### src/rtl/paint_ctrl_gen.sv
// paint_ctrl_gen: cursor / palette / brush paint controller for the retro_paint LED matrix.
// Decodes one-cycle button events into cursor moves, palette browsing and square brush
// painting, and emits valid/ready pixel writes to the framebuffer writer.
//
// Ports:
//   clk, rst          system clock, synchronous active-high reset
//   init              one-cycle pulse that leaves IDLE
//   btn_valid/code    button event strobe and 8-bit code
//   wr_valid/ready    pixel write handshake; wr_x/wr_y/wr_data held while stalled
//   cursor_x/y        cursor position for the overlay
//   cursor_on         cursor blink phase
//   paleta, pal_idx   palette-browse mode flag and current colour index
//   brush_sz          current brush side in pixels
//   busy              brush write sequence in progress
//   btn_drop          one-cycle pulse when a button event was discarded
module paint_ctrl_gen #(
    parameter int unsigned         COORD_W      = 6,
    parameter int unsigned         PAL_W        = 3,
    parameter int unsigned         BRUSH_MAX    = 4,
    parameter int unsigned         BLINK_W      = 24,
    parameter logic [BLINK_W-1:0]  BLINK_PERIOD = 24'd6000000,
    localparam int unsigned        BSZ_W        = $clog2(BRUSH_MAX + 1)
) (
    input  logic               clk,
    input  logic               rst,
    input  logic               init,
    input  logic               btn_valid,
    input  logic [7:0]         btn_code,
    output logic               wr_valid,
    input  logic               wr_ready,
    output logic [COORD_W-1:0] wr_x,
    output logic [COORD_W-1:0] wr_y,
    output logic [PAL_W-1:0]   wr_data,
    output logic [COORD_W-1:0] cursor_x,
    output logic [COORD_W-1:0] cursor_y,
    output logic               cursor_on,
    output logic               paleta,
    output logic [PAL_W-1:0]   pal_idx,
    output logic [BSZ_W-1:0]   brush_sz,
    output logic               busy,
    output logic               btn_drop
);

    localparam int unsigned SW = COORD_W + 1;

    localparam logic [7:0] BtnUp    = 8'h01;
    localparam logic [7:0] BtnDown  = 8'h02;
    localparam logic [7:0] BtnLeft  = 8'h03;
    localparam logic [7:0] BtnRight = 8'h04;
    localparam logic [7:0] BtnEnter = 8'h05;
    localparam logic [7:0] BtnC     = 8'h06;
    localparam logic [7:0] BtnBrush = 8'h07;

    localparam logic [COORD_W-1:0] CMax = '1;

    typedef enum logic [1:0] {StIdle, StReady, StPalette, StPaint} state_e;

    state_e               state_q, state_d;
    logic [COORD_W-1:0]   cur_x_q, cur_x_d, cur_y_q, cur_y_d;
    logic [COORD_W-1:0]   org_x_q, org_x_d, org_y_q, org_y_d;
    logic [PAL_W-1:0]     pal_q, pal_d;
    logic [BSZ_W-1:0]     brush_q, brush_d;
    logic [BSZ_W-1:0]     i_q, i_d, j_q, j_d;
    logic [BLINK_W-1:0]   blink_q, blink_d;
    logic                 on_q, on_d;
    logic                 drop_q, drop_d;
    logic                 wvalid_q, wvalid_d;
    logic [COORD_W-1:0]   wx_q, wx_d, wy_q, wy_d;
    logic [PAL_W-1:0]     wdata_q, wdata_d;

    logic                 btn_known;
    logic [SW-1:0]        px_sum, py_sum;
    logic                 clipped;
    logic                 last_col, last_pos;
    logic                 advance;
    logic                 moved;

    assign btn_known = (btn_code >= BtnUp) && (btn_code <= BtnBrush);

    // One extra bit catches positions that fall off the right/bottom edge.
    assign px_sum   = {1'b0, org_x_q} + SW'(i_q);
    assign py_sum   = {1'b0, org_y_q} + SW'(j_q);
    assign clipped  = px_sum[COORD_W] | py_sum[COORD_W];
    assign last_col = (i_q == brush_q - 1'b1);
    assign last_pos = last_col && (j_q == brush_q - 1'b1);

    always_comb begin
        state_d  = state_q;
        cur_x_d  = cur_x_q;
        cur_y_d  = cur_y_q;
        org_x_d  = org_x_q;
        org_y_d  = org_y_q;
        pal_d    = pal_q;
        brush_d  = brush_q;
        i_d      = i_q;
        j_d      = j_q;
        blink_d  = blink_q;
        on_d     = on_q;
        drop_d   = 1'b0;
        wvalid_d = wvalid_q;
        wx_d     = wx_q;
        wy_d     = wy_q;
        wdata_d  = wdata_q;
        advance  = 1'b0;
        moved    = 1'b0;

        if (state_q != StIdle) begin
            if (blink_q == BLINK_PERIOD - 1'b1) begin
                blink_d = '0;
                on_d    = ~on_q;
            end else begin
                blink_d = blink_q + 1'b1;
            end
        end

        case (state_q)
            StIdle: begin
                if (btn_valid && btn_known) drop_d = 1'b1;
                if (init) begin
                    state_d = StReady;
                    on_d    = 1'b1;
                    blink_d = '0;
                end
            end

            StReady: begin
                if (btn_valid) begin
                    case (btn_code)
                        BtnUp: begin
                            moved = 1'b1;
                            if (cur_y_q != '0) cur_y_d = cur_y_q - 1'b1;
                        end
                        BtnDown: begin
                            moved = 1'b1;
                            if (cur_y_q != CMax) cur_y_d = cur_y_q + 1'b1;
                        end
                        BtnLeft: begin
                            moved = 1'b1;
                            if (cur_x_q != '0) cur_x_d = cur_x_q - 1'b1;
                        end
                        BtnRight: begin
                            moved = 1'b1;
                            if (cur_x_q != CMax) cur_x_d = cur_x_q + 1'b1;
                        end
                        BtnEnter: begin
                            state_d = StPaint;
                            org_x_d = cur_x_q;
                            org_y_d = cur_y_q;
                            i_d     = '0;
                            j_d     = '0;
                        end
                        BtnC: state_d = StPalette;
                        BtnBrush: begin
                            if (brush_q == BSZ_W'(BRUSH_MAX)) brush_d = BSZ_W'(1);
                            else                               brush_d = brush_q + 1'b1;
                        end
                        default: ;
                    endcase
                end
                // Any move restarts the blink so the cursor is visible right after moving.
                if (moved) begin
                    blink_d = '0;
                    on_d    = 1'b1;
                end
            end

            StPalette: begin
                if (btn_valid) begin
                    case (btn_code)
                        BtnLeft, BtnUp:    pal_d = pal_q - 1'b1;
                        BtnRight, BtnDown: pal_d = pal_q + 1'b1;
                        BtnEnter, BtnC:    state_d = StReady;
                        default: ;
                    endcase
                end
            end

            StPaint: begin
                if (btn_valid && btn_known) drop_d = 1'b1;
                if (wvalid_q) begin
                    if (wr_ready) begin
                        wvalid_d = 1'b0;
                        advance  = 1'b1;
                    end
                end else if (clipped) begin
                    advance = 1'b1;
                end else begin
                    wvalid_d = 1'b1;
                    wx_d     = px_sum[COORD_W-1:0];
                    wy_d     = py_sum[COORD_W-1:0];
                    wdata_d  = pal_q;
                end
                if (advance) begin
                    if (last_pos) begin
                        state_d = StReady;
                    end else if (last_col) begin
                        i_d = '0;
                        j_d = j_q + 1'b1;
                    end else begin
                        i_d = i_q + 1'b1;
                    end
                end
            end

            default: state_d = StIdle;
        endcase
    end

    always_ff @(posedge clk) begin
        if (rst) begin
            state_q  <= StIdle;
            cur_x_q  <= '0;
            cur_y_q  <= '0;
            org_x_q  <= '0;
            org_y_q  <= '0;
            pal_q    <= '0;
            brush_q  <= BSZ_W'(1);
            i_q      <= '0;
            j_q      <= '0;
            blink_q  <= '0;
            on_q     <= 1'b0;
            drop_q   <= 1'b0;
            wvalid_q <= 1'b0;
            wx_q     <= '0;
            wy_q     <= '0;
            wdata_q  <= '0;
        end else begin
            state_q  <= state_d;
            cur_x_q  <= cur_x_d;
            cur_y_q  <= cur_y_d;
            org_x_q  <= org_x_d;
            org_y_q  <= org_y_d;
            pal_q    <= pal_d;
            brush_q  <= brush_d;
            i_q      <= i_d;
            j_q      <= j_d;
            blink_q  <= blink_d;
            on_q     <= on_d;
            drop_q   <= drop_d;
            wvalid_q <= wvalid_d;
            wx_q     <= wx_d;
            wy_q     <= wy_d;
            wdata_q  <= wdata_d;
        end
    end

    assign wr_valid  = wvalid_q;
    assign wr_x      = wx_q;
    assign wr_y      = wy_q;
    assign wr_data   = wdata_q;
    assign cursor_x  = cur_x_q;
    assign cursor_y  = cur_y_q;
    assign cursor_on = on_q;
    assign paleta    = (state_q == StPalette);
    assign pal_idx   = pal_q;
    assign brush_sz  = brush_q;
    assign busy      = (state_q == StPaint);
    assign btn_drop  = drop_q;

endmodule

### config.mk
export PLATFORM = sky130hd
export DESIGN_NAME = paint_ctrl_gen
export DESIGN_NICKNAME = d
export VERILOG_FILES = /design/src/rtl/paint_ctrl_gen.sv
export SDC_FILE = /design/constraint.sdc
export NUM_CORES = 1
export LEC_CHECK = 0
export ABC_AREA = 1
export BUFFER_PORTS_ARGS = -buffer_cell sky130_fd_sc_hd__buf_2
export CAP_MARGIN = 20
export CORE_AREA = 2 2 93 95
export CTS_CLUSTER_DIAMETER = 150
export DETAILED_ROUTE_END_ITERATION = 7
export DIE_AREA = 0 0 95 97
export PLACE_DENSITY = 0.8
export SLEW_MARGIN = 15
export SYNTH_ARGS = -nofsm -noshare
export SYNTH_HDL_FRONTEND = slang
export SYNTH_SLANG_ARGS = --single-unit
export TNS_END_PERCENT = 1
### constraint.sdc
create_clock -name clk -period 4.9 [get_ports clk]
set_input_delay 0.735 -clock clk [delete_from_list [all_inputs] [get_ports clk]]
set_output_delay 0.735 -clock clk [all_outputs]
set_load 0.02 [all_outputs]
-- Yosys cells after proc, flatten, opt, wreduce, memory -nomap -nowiden
Cells that the tools add are included.
- word-level logic and storage cells: 139
- output and inout port bits: 38
- register bits: 80
- eq/ne operators: 30
- bitwise logic cells: 5
- reduce and logical (&&, ||, !) cells: 26
- muxes and demuxes: 47
- $lt $le $gt $ge: 2
- $add $sub $neg: 13
- operators by type and width (kind ; number):
    $mux W24 ; 4
    $pmux W24 S2 ; 1
    $eq A8 B3 Y1 const B ; 4
    $mux W3 ; 9
    $add A24 B1 Y24 const B ; 1
    $eq A24 B23 Y1 const B ; 1
    $mux W6 ; 4
    $pmux W6 S2 ; 2
    $ne A2 B2 Y1 const B ; 9
    $pmux W3 S2 ; 3
    $eq A8 B2 Y1 const B ; 2
    $mux W1 ; 15
    $reduce_and A5 Y1 ; 3
    $add A6 B3 Y7 ; 2
    $add A3 B1 Y3 const B ; 4
    $add A6 B1 Y6 const B ; 2
    $mux W2 ; 6
    $ne A6 B6 Y1 const B ; 2
    $reduce_and A3 Y1 ; 4
    $reduce_bool A6 Y1 ; 2
    $sub A6 B1 Y6 const B ; 2
    $reduce_bool A2 Y1 ; 5
    $reduce_or A2 Y1 ; 5
    $eq A8 B1 Y1 const B ; 1
    other kinds (19) ; 30

-- Depth between registers and ports, before layout
- depth in word-level cells: 7
- mapped depth: 14
- depth with buffers taken out: 14

-- Worst setup path after synthesis
Ideal clock, no wire load.
- path kind: input-to-reg
- start point: in btn_code[5]
- end point: reg cur_y_q[5], in the netlist cursor_y[5]
- path slack: 2.528 ns
- stages on the path: 12
- arrival time: 2.301 ns
- setup time: 0.071 ns
- path buffers: 0
- cells stage by stage: nor2_2 > nand2_4 > nor3_4 > inv_1 > ha_1 > a21o_1 > nand2_1 > nand3_1 > nand3b_1 > nand2_1 > nand2_1 > a21oi_1
- cells in the longest elaborated chain, start to end: 3
- elaborated cells on any way between the ends: 7
- those cells by class: eq/ne (4); mux (1); reduce/logical (2)
- RTL lines (item ; line ; RTL):
    start: declaration ; 28 ; input logic [7:0] btn_code,
    $eq A8 B2 Y1 or $eq A8 B1 Y1 (tied branches) ; 128 ; case (btn_code)
    $ne A2 B2 Y1 (no line) or $reduce_bool A2 Y1 (tied branches) ; - ;
    $reduce_and A5 Y1 (no line) ; - ;
    end signal: assignment ; 230 ; cur_y_q <= cur_y_d;
    end: declaration ; 59 ; logic [COORD_W-1:0] cur_x_q, cur_x_d, cur_y_q, cur_y_d;
Several ways; a longest one is shown, not always the timed one.
A chain may end at the register's enable or synchronous reset.

-- Worst setup path after layout
- start point: in btn_code[7]
- end point: reg cur_y_q[5], in the netlist cursor_y[5]
Same word-level chain as after synthesis.

==> impl_metrics.prom <==
# TYPE chip_impl_metric gauge
chip_impl_metric{name="critical_path_arrival",unit="ns"} 2.66
chip_impl_metric{name="clock.fmax",unit="MHz"} 423
chip_impl_metric{name="detailroute.via_count",unit=""} 4528
chip_impl_metric{name="p_per_area",unit="nW/µm²"} 268
chip_impl_metric{name="mappedNetlistNets",unit=""} 723
chip_impl_metric{name="cts_buffers",unit=""} 9
chip_impl_metric{name="post_cts_resize_count",unit=""} 0
chip_impl_metric{name="sequential_cell_area",unit="µm²"} 1600
chip_impl_info{name="mostFrequentLayoutCells",value="sky130_fd_sc_hd__nand2_1, sky130_fd_sc_hd__inv_1, sky130_fd_sc_hd__dfxtp_1"} 1
chip_impl_metric{name="floorplan.die_area",unit="µm²"} 9220
chip_impl_metric{name="cts_setup_buffers",unit=""} 0
chip_impl_metric{name="tightestPinTransition",unit="ns"} 0.718
chip_impl_metric{name="finalSetupViolCount",unit=""} 0
chip_impl_metric{name="clkSlewWorstSetupHoldPaths",unit="ns"} 0.09
chip_impl_info{name="cpMaxStageDelayCell",value="sky130_fd_sc_hd__ha_1"} 1
chip_impl_metric{name="holdPathStages",unit=""} 2
chip_impl_info{name="unrepaired_setup_endpoints_after_global_routing",value="no"} 1
chip_impl_metric{name="final_ant_viol_nets",unit=""} 0
chip_impl_metric{name="slowest_delay",unit="ns"} 0.38
chip_impl_metric{name="ys_types",unit=""} 41
chip_impl_metric{name="floorplan.die.height",unit="µm"} 97
chip_impl_metric{name="placedInstanceArea",unit="µm²"} 5170
chip_impl_metric{name="fillCellCount",unit=""} 700
chip_impl_info{name="r2r_end",value="i_q[1]$_SDFFE_PP0P_"} 1
chip_impl_info{name="synthTopCellsByArea",value="sky130_fd_sc_hd__dfxtp_1, sky130_fd_sc_hd__nand2_1, sky130_fd_sc_hd__inv_1"} 1
chip_impl_info{name="dominantRegCellSynth",value="sky130_fd_sc_hd__dfxtp_1"} 1
chip_impl_metric{name="grt_remaining_overflow",unit=""} 0
chip_impl_metric{name="rr_worst_depth",unit=""} 14
chip_impl_info{name="clock_tree.root_cell",value="sky130_fd_sc_hd__clkbuf_8"} 1
chip_impl_metric{name="yosys.area.top_type_share",unit="%"} 33.0
chip_impl_info{name="synth_largest_area_cell",value="sky130_fd_sc_hd__dfxtp_1"} 1
chip_impl_metric{name="nets",unit=""} 772
chip_impl_metric{name="clock_skew",unit="ns"} 0.0156
chip_impl_info{name="hp-class",value="flip-flop to flip-flop"} 1
chip_impl_metric{name="grt_util_all_layers",unit="%"} 26.3
chip_impl_metric{name="yosys_register_bits",unit=""} 80
chip_impl_metric{name="drv.max_cap_violation_count",unit=""} 0
chip_impl_metric{name="coreArea",unit="µm²"} 8130
chip_impl_metric{name="crit_path_max_fanout",unit=""} 5
chip_impl_metric{name="design.portCount",unit=""} 51
chip_impl_metric{name="synth_seq_area_share",unit="%"} 33.0
chip_impl_metric{name="die_width",unit="µm"} 95
chip_impl_info{name="critPathMostFrequentCell",value="sky130_fd_sc_hd__nand2_1"} 1
chip_impl_metric{name="drive_above_1_share",unit="%"} 17.3
chip_impl_metric{name="worst_ir_drop_vdd",unit="mV"} 0.203
chip_impl_metric{name="layout.cell_area.non_filler",unit="µm²"} 5340
chip_impl_metric{name="synth_warnings",unit=""} 0
chip_impl_info{name="worst_hold_path.endpoint",value="org_x_q[0]$_SDFFE_PP0P_"} 1
chip_impl_metric{name="io_buffers",unit=""} 50
chip_impl_info{name="critPathKind",value="input pin to flip-flop"} 1
chip_impl_info{name="run_status",value="finished clean"} 1
chip_impl_metric{name="final.setup.tns",unit="ns"} 0
chip_impl_metric{name="final_min_period_over_clock_period",unit="%"} 48.2
chip_impl_metric{name="multiInputGateArea",unit="µm²"} 2840
chip_impl_info{name="cts_tree",value="done"} 1
chip_impl_metric{name="routabilityCongestion",unit=""} 0.885
chip_impl_metric{name="ctsHoldBuffers",unit=""} 0
chip_impl_metric{name="final-max-slew-violation-count",unit=""} 0
chip_impl_metric{name="tritonroute_pass_1_iters",unit=""} 5
chip_impl_metric{name="setup_slack_of_the_most_critical_reg_to_reg_path",unit="ns"} 2.58
chip_impl_info{name="worstHoldStart",value="org_x_q[0]$_SDFFE_PP0P_"} 1
chip_impl_metric{name="relSlewSlack",unit="%"} 52.0
chip_impl_metric{name="grt_pass1_vias",unit=""} 4268
chip_impl_metric{name="finalHoldViolCount",unit=""} 0
chip_impl_metric{name="netlist_area",unit="µm²"} 4850
chip_impl_metric{name="grt_antenna_before_repair",unit=""} 0
chip_impl_metric{name="via_per_inst",unit=""} 5.39
chip_impl_info{name="r2r-start",value="brush_sz[0]$_SDFFE_PP1P_"} 1
chip_impl_info{name="timing.critical_path.cells",value="buf_2, nor2_2, nand2_4, nor3_4, inv_1, ha_1, a21o_1, nand2_1, nand3_1, nand3b_1, nand2_1, nand2_1, a21oi_1"} 1
chip_impl_metric{name="routedWlPerCell",unit="µm"} 13.6
chip_impl_info{name="start_kind",value="input pin"} 1
chip_impl_metric{name="layout_min_cycle_time",unit="ns"} 2.36
chip_impl_metric{name="synth_enable_flop_cells",unit=""} 0
chip_impl_metric{name="drcViolationCount",unit=""} 0
chip_impl_metric{name="initial_core_utilization",unit="%"} 59.7
chip_impl_metric{name="detailedPlacementHpwl",unit="mm"} 8.60
chip_impl_metric{name="drt_iter0_drc",unit=""} 331
chip_impl_metric{name="p_leak",unit="nW"} 2.36
chip_impl_metric{name="grt_max_degree",unit=""} 28
chip_impl_metric{name="asyncSetResetFlopFracSynth",unit="%"} 0
chip_impl_info{name="setup.worst_path.end_class",value="flip-flop"} 1
chip_impl_metric{name="netlist_instances",unit=""} 681
chip_impl_metric{name="clock_sinks",unit=""} 80
chip_impl_metric{name="max-clock-path-buffers",unit=""} 2
chip_impl_metric{name="rows",unit=""} 33
chip_impl_metric{name="antenna-diode-count",unit=""} 0
chip_impl_metric{name="wl",unit="mm"} 11.4
chip_impl_metric{name="grt_first_pass_wirelength",unit="mm"} 19.6
chip_impl_metric{name="worst_skew_pair.late_latency",unit="ns"} 0.36
chip_impl_info{name="most_common_library_cell_in_the_layout_ignoring_fill_and_taps",value="sky130_fd_sc_hd__nand2_1"} 1
chip_impl_metric{name="postSynthAreaPerCell",unit="µm²"} 7.13
chip_impl_metric{name="cts-htree-levels",unit=""} 3
chip_impl_metric{name="worstPathRequired",unit="ns"} 5.19
chip_impl_metric{name="layout-area-overhead-vs-synth",unit="%"} 10.0
[worst max path at each step]
stage	end	from	cells after the start	slack (ns)
5_1_grt	i_q[0]$_SDFFE_PP0P_	brush_sz[0]$_SDFFE_PP1P_	10	2.32
3_5_place_dp	cursor_y[5]$_SDFFE_PP0P_	btn_code[5]	13	2.17
4_1_cts	cursor_y[5]$_SDFFE_PP0P_	btn_code[7]	13	2.55
2_1_floorplan	cursor_y[5]$_SDFFE_PP0P_	btn_code[5]	12	2.53
3_3_place_gp	cursor_y[5]$_SDFFE_PP0P_	btn_code[5]	13	2.26
6_report	cursor_y[5]$_SDFFE_PP0P_	btn_code[7]	13	2.54
[kinds of logic (layout without fill, tap and decap cells)]
group | after synthesis | in the layout | share of synthesized area [%]
flip-flops | 80 | 80 | 33.0
AO/OA/AOI/OAI | 104 | 104 | 11.4
buffers and inverters | 102 | 156 | 8.50
AND/OR/NAND/NOR | 332 | 332 | 32.7
XOR/XNOR | 34 | 34 | 6.13
adder cells (fa/ha/maj) | 29 | 29 | 8.25
[layout make-up]
type                    count  share of cell area [%]
repair buffers             51                    4.83
multi-input cells         499                    53.2
inverters                  89                    6.33
clock inverters             7                   0.890
clock buffers               9                    2.32
well taps                 105                    2.46
flip-flops and latches     80                    30.0
[flip-flops by register name, summed over array words and instances (netlist names)]
register and cells:
brush_sz 3, wr_y 6, blink_q 24, pal_idx 3, org_x_q 6, j_q 3
cursor_on 1, wr_valid 1, state_q 2, i_q 3, btn_drop 1, cursor_y 6
org_y_q 6, cursor_x 6, wr_data 3, wr_x 6
[critical path: cells and delay by family]
kind	cells	cell delay, ns
buffers and inverters	2	0.26
adders and majority gates	1	0.38
AOI/OAI and AO/OA	2	0.32
and+or+nand+nor	8	0.95
[synth_stat cells, types with 2 or more instances]
cell	instances
sky130_fd_sc_hd__nand2_1	145
sky130_fd_sc_hd__inv_1	81
sky130_fd_sc_hd__dfxtp_1	80
sky130_fd_sc_hd__nor2_1	71
sky130_fd_sc_hd__a21oi_1	55
sky130_fd_sc_hd__o21ai_0	38
sky130_fd_sc_hd__nand3_1	31
sky130_fd_sc_hd__ha_1	24
sky130_fd_sc_hd__xor2_1	23
sky130_fd_sc_hd__nor2_2	20
sky130_fd_sc_hd__nand4_1	15
sky130_fd_sc_hd__xnor2_1	11
sky130_fd_sc_hd__nand2_2	10
sky130_fd_sc_hd__nor3_1	9
sky130_fd_sc_hd__clkbuf_1	6
sky130_fd_sc_hd__inv_2	6
sky130_fd_sc_hd__nand3_2	6
sky130_fd_sc_hd__fa_1	5
sky130_fd_sc_hd__nor2_4	5
sky130_fd_sc_hd__nor4_1	5
sky130_fd_sc_hd__a211oi_1	4
sky130_fd_sc_hd__nand3b_1	4
sky130_fd_sc_hd__nor3_2	4
sky130_fd_sc_hd__buf_2	3
sky130_fd_sc_hd__buf_4	2
sky130_fd_sc_hd__buf_6	2
sky130_fd_sc_hd__o21ai_1	2
[report_power, final]
part / leakage [nW] / switching, mW / internal, mW
sequential: 0.646 / 0.0206 / 0.676
combinational: 1.62 / 0.208 / 0.0900
clock: 0.0854 / 0.255 / 0.184
[per-stage QoR]
| stage | hold slack (ns) | instances | total power [mW] | setup WS, ns | util [%] |
|---|---|---|---|---|---|
| after floorplan | 0.428 | 681 | 0.937 | 2.53 | - |
| after detailed placement | 0.450 | 824 | 1.00 | 2.17 | 63.5 |
| after global routing | 0.487 | 840 | 1.51 | 2.32 | 65.7 |
| after global placement | 0.447 | 824 | 0.993 | 2.26 | 63.5 |
| after CTS | 0.464 | 840 | 1.44 | 2.55 | 65.7 |
| final | 0.459 | 840 | 1.43 | 2.54 | 65.7 |
[layer usage]
layer / vias to the layer above / part of all wire, % / track usage, %
li1: 2295 / - / -
met1: 2057 / 46 / 36.3
met2: 155 / 46 / 41.7
met3: 21 / 6.6 / 5.22
met4: 0 / 1.5 / 7.25
met5: - / 0 / 0
Note: power is estimated with default switching activity, not from simulation.
